[src/rtl/load_store_unit.sv]
// Memory-access stage for the rv32i data path: runs one byte/half/word load or store
// on a word-wide req/ack memory port, with alignment, funct3 and timeout checking.
module load_store_unit #(
  parameter int TIMEOUT = 16,
  parameter int CNT_W   = 8
) (
  input  logic        clk,
  input  logic        rst_n,
  input  logic [31:0] addr,
  input  logic [31:0] wdata,
  input  logic [2:0]  funct3,
  input  logic        load,
  input  logic        store,
  output logic        busy,
  output logic        done,
  output logic        err,
  output logic [31:0] rdata,
  output logic        mem_req,
  output logic        mem_we,
  output logic [31:0] mem_addr,
  output logic [3:0]  mem_be,
  output logic [31:0] mem_wdata,
  input  logic [31:0] mem_rdata,
  input  logic        mem_ack
);

  typedef enum logic [1:0] {S_IDLE = 2'd0, S_REQ = 2'd1, S_DONE = 2'd2} state_t;

  localparam logic [CNT_W-1:0] CNT_LAST = CNT_W'((TIMEOUT == 0) ? 0 : TIMEOUT - 1);

  function automatic logic [3:0] lane_be(input logic [2:0] f3, input logic [1:0] off);
    case (f3[1:0])
      2'b00:   lane_be = 4'b0001 << off;
      2'b01:   lane_be = 4'b0011 << off;
      default: lane_be = 4'b1111;
    endcase
  endfunction

  function automatic logic [31:0] lane_wdata(input logic [2:0] f3, input logic [31:0] d);
    case (f3[1:0])
      2'b00:   lane_wdata = {4{d[7:0]}};
      2'b01:   lane_wdata = {2{d[15:0]}};
      default: lane_wdata = d;
    endcase
  endfunction

  function automatic logic [31:0] load_extend(input logic [2:0] f3, input logic [1:0] off,
                                              input logic [31:0] word);
    logic [31:0] sh;
    sh = word >> {off, 3'b000};
    case (f3)
      3'b000:  load_extend = {{24{sh[7]}}, sh[7:0]};
      3'b001:  load_extend = {{16{sh[15]}}, sh[15:0]};
      3'b100:  load_extend = {24'd0, sh[7:0]};
      3'b101:  load_extend = {16'd0, sh[15:0]};
      default: load_extend = word;
    endcase
  endfunction

  state_t           r_state;
  state_t           w_next;
  logic             w_err_next;
  logic             w_start;
  logic             w_legal;
  logic             w_misal;
  logic             w_fault;
  logic [CNT_W-1:0] r_cnt;
  logic [1:0]       r_off;
  logic [2:0]       r_f3;

  assign w_start = load | store;
  assign w_fault = ~w_legal | w_misal;

  // Decode funct3 legality and natural alignment of the requested access.
  always_comb begin
    w_legal = 1'b0;
    w_misal = 1'b0;
    case (funct3)
      3'b000, 3'b001, 3'b010: w_legal = 1'b1;
      3'b100, 3'b101:         w_legal = ~store;
      default:                w_legal = 1'b0;
    endcase
    case (funct3[1:0])
      2'b01:   w_misal = addr[0];
      2'b10:   w_misal = addr[1] | addr[0];
      default: w_misal = 1'b0;
    endcase
  end

  // Next-state and error decision.
  always_comb begin
    w_next     = r_state;
    w_err_next = 1'b0;
    case (r_state)
      S_IDLE: begin
        if (w_start) begin
          w_next     = w_fault ? S_DONE : S_REQ;
          w_err_next = w_fault;
        end else begin
          w_next = S_IDLE;
        end
      end
      S_REQ: begin
        if (mem_ack) begin
          w_next = S_DONE;
        end else if ((TIMEOUT != 0) && (r_cnt == CNT_LAST)) begin
          w_next     = S_DONE;
          w_err_next = 1'b1;
        end else begin
          w_next = S_REQ;
        end
      end
      S_DONE:  w_next = S_IDLE;
      default: w_next = S_IDLE;
    endcase
  end

  // State register.
  always_ff @(posedge clk or negedge rst_n) begin
    if (!rst_n) begin
      r_state <= S_IDLE;
    end else begin
      r_state <= w_next;
    end
  end

  // Registered status, memory-port and load-result outputs.
  always_ff @(posedge clk or negedge rst_n) begin
    if (!rst_n) begin
      busy      <= 1'b0;
      done      <= 1'b0;
      err       <= 1'b0;
      mem_req   <= 1'b0;
      mem_we    <= 1'b0;
      mem_addr  <= 32'd0;
      mem_be    <= 4'd0;
      mem_wdata <= 32'd0;
      rdata     <= 32'd0;
      r_cnt     <= '0;
      r_off     <= 2'd0;
      r_f3      <= 3'd0;
    end else begin
      busy    <= (w_next != S_IDLE);
      done    <= (w_next == S_DONE);
      mem_req <= (w_next == S_REQ);
      err     <= (w_next == S_DONE) & w_err_next;
      if ((r_state == S_IDLE) && w_start && !w_fault) begin
        mem_we    <= store;
        mem_addr  <= {addr[31:2], 2'b00};
        mem_be    <= lane_be(funct3, addr[1:0]);
        mem_wdata <= lane_wdata(funct3, wdata);
        r_off     <= addr[1:0];
        r_f3      <= funct3;
        r_cnt     <= '0;
      end else if ((r_state == S_REQ) && !mem_ack) begin
        r_cnt <= r_cnt + 1'b1;
      end
      // Only a load completion updates the result; stores and aborts keep it.
      if ((r_state == S_REQ) && mem_ack && !mem_we) begin
        rdata <= load_extend(r_f3, r_off, mem_rdata);
      end
    end
  end

endmodule

[config.mk]
export PLATFORM = sky130hd
export DESIGN_NAME = load_store_unit
export DESIGN_NICKNAME = d
export VERILOG_FILES = /design/src/rtl/load_store_unit.sv
export SDC_FILE = /design/constraint.sdc
export NUM_CORES = 1
export LEC_CHECK = 0
export ABC_AREA = 1
export CORE_MARGIN = 2
export CORE_UTILIZATION = 46
export DETAILED_ROUTE_END_ITERATION = 8
export PLACE_DENSITY_LB_ADDON = 0.15
export SLEW_MARGIN = 15
export SYNTH_ARGS = -nofsm -noshare
export SYNTH_HDL_FRONTEND = slang
export SYNTH_SLANG_ARGS = --single-unit
[constraint.sdc]
create_clock -name clk -period 1.6 [get_ports clk]
set_input_delay 0.32 -clock clk [delete_from_list [all_inputs] [get_ports clk]]
set_output_delay 0.32 -clock clk [all_outputs]
set_load 0.05 [all_outputs]
Word-level counts from Yosys, hierarchy flattened:

Cells that the tools add are included.

* register bits after elaboration: 118
* bits of input ports: 104
* word-level logic and storage cells: 68
* output and inout bits: 105

* mux-type cells: 16
* shift operators: 3
* reductions and logical operators: 16
* bitwise logic cells: 6
* equality and inequality tests: 13
* add/subtract/negate cells: 1

Operators by type and width (count)
* $pmux W32 S4: 1
* $pmux W32 S2: 1
* $shr A32 B5 Y16: 1
* $mux W8: 2
* $eq A3 B3 Y1 const B: 4
* $add A8 B1 Y8 const B: 1
* $eq A8 B4 Y1 const B: 1
* $mux W2: 4
* $pmux W4 S2: 1
* $eq A2 B1 Y1 const B: 3
* $eq A3 B1 Y1 const B: 2
* $logic_not A3 Y1: 2
* $pmux W1 S2: 3
* $logic_and A1 B1 Y1: 5
* $eq A2 B2 Y1 const B: 2
* $logic_not A2 Y1: 2
* $pmux W2 S2: 1
* $reduce_bool A2 Y1: 2
* $shl A1 B2 Y4 const A: 1
* $shl A2 B2 Y4 const A: 1
* $eq A3 B2 Y1 const B: 1
* $logic_not A1 Y1: 3
* $mux W1: 3
* $or A1 B1 Y1: 3
* other kinds (4): 5

Logic depth before layout (Yosys ltp):

* word-level depth: 10
* depth in mapped cells: 11
* depth with buffers taken out: 9

Least setup slack after synthesis:

No wires, ideal clock.

* path kind: input -> register
* from: input funct3[1]
* to: register mem_be[0]
* stages on the path: 11
* path buffers: 3
* required time: 1.469 ns
* path slack: -0.063 ns
* library setup time: 0.131 ns
* arrival: 1.533 ns
* path through: clkbuf_1 > inv_1 > ha_1 > nand2_1 > nand2_1 > nand3_2 > nand3_4 > buf_8 > buf_6 > nand2_1 > o21ai_0

* word-level cells in the longest chain between the ends: 7
* elaborated cells on any way between the ends: 17
* those cells by class: eq/ne: 6; mux: 3; bitwise: 2; reduce/logical: 6

Ends and longest elaborated chain
* start, declared: line 11 `input logic [2:0] funct3,`
* $eq A3 B1 Y1, or another cell as far along: line 78 `case (funct3)`
* $reduce_or A3 Y1 / $reduce_or A2 Y1 (equally long branches): line 78
* $pmux W1 S2: line 78
* $not A1 Y1: line 72 `assign w_fault = ~w_legal | w_misal;`
* $or A1 B1 Y1: line 72
* $logic_not A1 Y1: line 147 `if ((r_state == S_IDLE) && w_start && !w_fault) begin`
* $logic_and A1 B1 Y1: line 147
* end signal, assigned: line 150 `mem_be <= lane_be(funct3, addr[1:0]);`
* end, declared: line 21 `output logic [3:0] mem_be,`

Parallel ways exist; a longest one is shown, timed or not.
A chain may end at the register's enable or synchronous reset.

Worst setup path after layout:

* from: register r_state[1]
* to: register rdata[31]

* word-level cells in the longest chain between the ends: 3

Ends and longest elaborated chain
* start, declared: line 60 `state_t r_state;`
* start signal, assigned: line 123 `r_state <= w_next;`
* $eq A2 B1 Y1: line 159 `if ((r_state == S_REQ) && mem_ack && !mem_we) begin`
* $logic_and A1 B1 Y1 (2 in series): line 159
* end signal, assigned: line 160 `rdata <= load_extend(r_f3, r_off, mem_rdata);`
* end, declared: line 17 `output logic [31:0] rdata,`

Every way passes these cells.

==> flow_summary_export.csv <==
group,metric,value,unit
detailed_routing,vias,5740,
detailed_routing,routedWlPerCell,14.0,um
timing,holdWs,0.338,ns
critical_path,worstPathMaxFanout,17,
timing,skew,0.00624,ns
global_routing,antenna_found_initial,1,
die,fp.dieArea,14000,um^2
timing,worst_slack,0.136,ns
die,ios,209,
timing,hold_viol,0,
timing,finalSetupViolCount,0,
cts,cts_buffers,17,
critical_path,startpoint_type,"flip-flop",
placement,post-place-ws,-0.450,ns
flow_run,maxCapViolations,0,
cells_and_area,final_cell_count_no_fill,1181,
global_routing,grt_max_degree,52,
placement,place_hpwl,11.9,mm
cells_and_area,area_growth,50.3,%
die,start_util,47.4,%
synth,synth_cell_type_count,29,
critical_path,critical_path.top_delay_family,"simple AND/OR/NAND/NOR gates",
cells_and_area,final_area,9030,um^2
worst_hold_path,hold_class,"in -> reg",
timing,tns,0,ns
placement,place.gp.congestion,0.872,
critical_path,reg2reg_setup_slack,0.14,ns
pwr,ir_worst_vdd,1.41,mV
cts,htreeDepth,4,
timing,rsz0062_at_grt,"no",
cts,clk_latency,0.42,ns
global_routing,grt_pass1_vias,5522,
synth,synth_top_flop_cell,"dfrtp_1",
critical_path,startpoint,"r_state[1]$_DFF_PN0_",
synth,ys_seq_elements,118,
detailed_routing,wl,16.5,mm
placement,port_buffers,206,
die,die_w,118,um
die,rows,41,
placement,dp_cells,1145,
pwr,p_leak,4.67,nW
critical_path,arrival,1.78,ns
critical_path,max_stage_delay,0.40,ns
outcome,status,"complete, no violations",
pwr,power,20.4,mW
critical_path,critPathKind,"reg -> reg",
timing,max_freq,683,MHz
die,die_h,118,um
cells_and_area,nNetsFinal,1103,
detailed_routing,drtPass1Iterations,4,
global_routing,grt-ovfl-total,0,
critical_path,critPathCapture,"rdata[31]$_DFFE_PN0P_",
cts,clockBufferDepth,2,
detailed_routing,drt_iter0_drc,341,
cts,clock-root-buffer,"clkbuf_16",
critical_path,crit_slowest_cell,"dfrtp_1",
global_routing,globalRouteTotalUtil,24.1,%
critical_path,path_cells,"nor2_2 -> nand2_2 -> buf_4 -> a21oi_1 -> nand3_1 -> nand2_1 -> inv_1",
detailed_routing,drt-vias-per-instance,4.86,
detailed_routing,drc,0,
cts,cts_sinks,118,
detailed_routing,ant_nets,0,
timing,slew_violations,0,
cts,clk_pin_slew_worst_paths,0.06,ns
pwr,cellPowerDensity,2260,nW/um^2
placement,postPlaceCellArea,8330,um^2
critical_path,critPathBufInv,2,
cells_and_area,final_util,71.3,%
synth,synth_enable_flop_cells,0,
synth,syn_inst,770,
critical_path,r2r_start,"r_state[1]$_DFF_PN0_",
synth,yosysWarnings,0,
critical_path,worstSetupPathDepth,7,
timing,post-route-min-period,1.46,ns
synth,yosysSeqAreaShare,49.1,%
critical_path,required,1.91,ns
cts,cts_tree,"built",
critical_path,r2r-end,"rdata[31]$_DFFE_PN0P_",
global_routing,grt_pass1_wl,26.8,mm
cells_and_area,layout-drive-gt1-share,23.2,%
timing,min_period_over_period,91.5,%
critical_path,cp-end-kind,"flip-flop",
critical_path,r2r.worst_path.cells,7,
synth,syn_area_per_cell,7.80,um^2
synth,async_reset_ff_share,100,%
synth,syn-cell-area,6010,um^2
die,core,12700,um^2
## flip-flops by register name (all words and copies together) (netlist names), 2 cells and up
signal,count
r_state,2
mem_be,4
r_off,2
mem_wdata,32
r_cnt,8
mem_addr,30
rdata,32
r_f3,3
## power breakdown
part / internal [mW] / switching (mW)
Clock: 2.61 / 1.38
Sequential: 4.32 / 0.964
Combinational: 3.89 / 7.26
## final cells by class
type	count	area (um^2)
antenna	1	2.50
clock buffer	21	480
clock inverter	11	148
fill	1004	3640
inverter	69	262
multi-input combinational	544	2510
sequential	118	2950
tap	172	215
timing repair buffer	245	2460
## tightest hold or removal path: stages
cell	delay (ns)
dlymetal6s2s_1	0.14
inv_2	0.08
buf_4	0.10
o21ai_0	0.07
## timing repair
| action | 4_1_cts | 5_1_grt |
|---|---|---|
| pin swaps | 1 | 1 |
| setup buffers | 0 | 0 |
| resized for setup | 4 | 5 |
| hold endpoints to repair | 23 | 0 |
| hold buffers | 1 | 0 |
| gates cloned | 0 | 2 |
| endpoints found under the setup margin | 39 | 82 |
## logic make-up (layout without fill, tap and decap cells)
kind of cell | after synthesis | count (layout) | share of synthesized area [%]
DFF | 118 | 118 | 49.1
adders and majority gates | 4 | 4 | 0.833
and+or+nand+nor | 408 | 408 | 29.7
other | 1 | 3 | 0.0624
AOI/OAI and AO/OA | 129 | 129 | 10.8
buffers and inverters | 109 | 346 | 9.25
xor gates and xnor gates | 1 | 1 | 0.146
## per-layer routing
layer | vias up | wire [um] | GRT usage [%]
met2 | 216 | 7930 | 38.1
met1 | 2635 | 7020 | 30.8
met3 | 20 | 1360 | 8.20
met4 | 0 | 225 | 8.28
met5 | - | 0 | 0
li1 | 2869 | - | -
## Yosys cell counts (2+ instances only)
master	n	area (um^2)
a21oi_1	61	305
buf_2	15	75.1
buf_4	3	22.5
buf_6	14	158
clkbuf_1	7	26.3
dfrtp_1	118	2950
ha_1	4	50.1
inv_1	59	221
inv_2	10	37.5
nand2_1	312	1170
nand2_2	3	18.8
nand3_1	31	155
nand3_2	14	140
nand3_4	2	35.0
nor2_1	17	63.8
nor2_2	6	37.5
nor3_1	2	10.0
o21ai_0	62	310
o21ai_1	4	20.0
or2_2	17	106
## cell usage in the layout (no fill, tap or decap), types with 5 or more instances in the layout
master / instances
buf_12: 26
clkbuf_16: 19
nand3_2: 14
inv_1: 58
nand2_1: 312
o21ai_1: 5
or2_2: 17
clkdlybuf4s50_1: 100
dfrtp_1: 118
o21ai_0: 60
buf_4: 114
inv_2: 10
a21oi_1: 61
nand3_1: 31
nor2_1: 17
nor2_2: 6
## worst min path at each step
stage | start | endpoint | slack, ns | depth (start not counted)
2_1_floorplan | rst_n | busy$_DFF_PN0_ | 0.02 | 0
3_3_place_gp | rst_n | rdata[6]$_DFFE_PN0P_ | 0.27 | 1
3_5_place_dp | rst_n | rdata[6]$_DFFE_PN0P_ | 0.26 | 1
4_1_cts | rst_n | rdata[6]$_DFFE_PN0P_ | 0.36 | 2
5_1_grt | funct3[0] | r_f3[0]$_DFFE_PN0N_ | 0.37 | 4
6_report | funct3[0] | r_f3[0]$_DFFE_PN0N_ | 0.34 | 4
(Power assumes the default switching activity.)
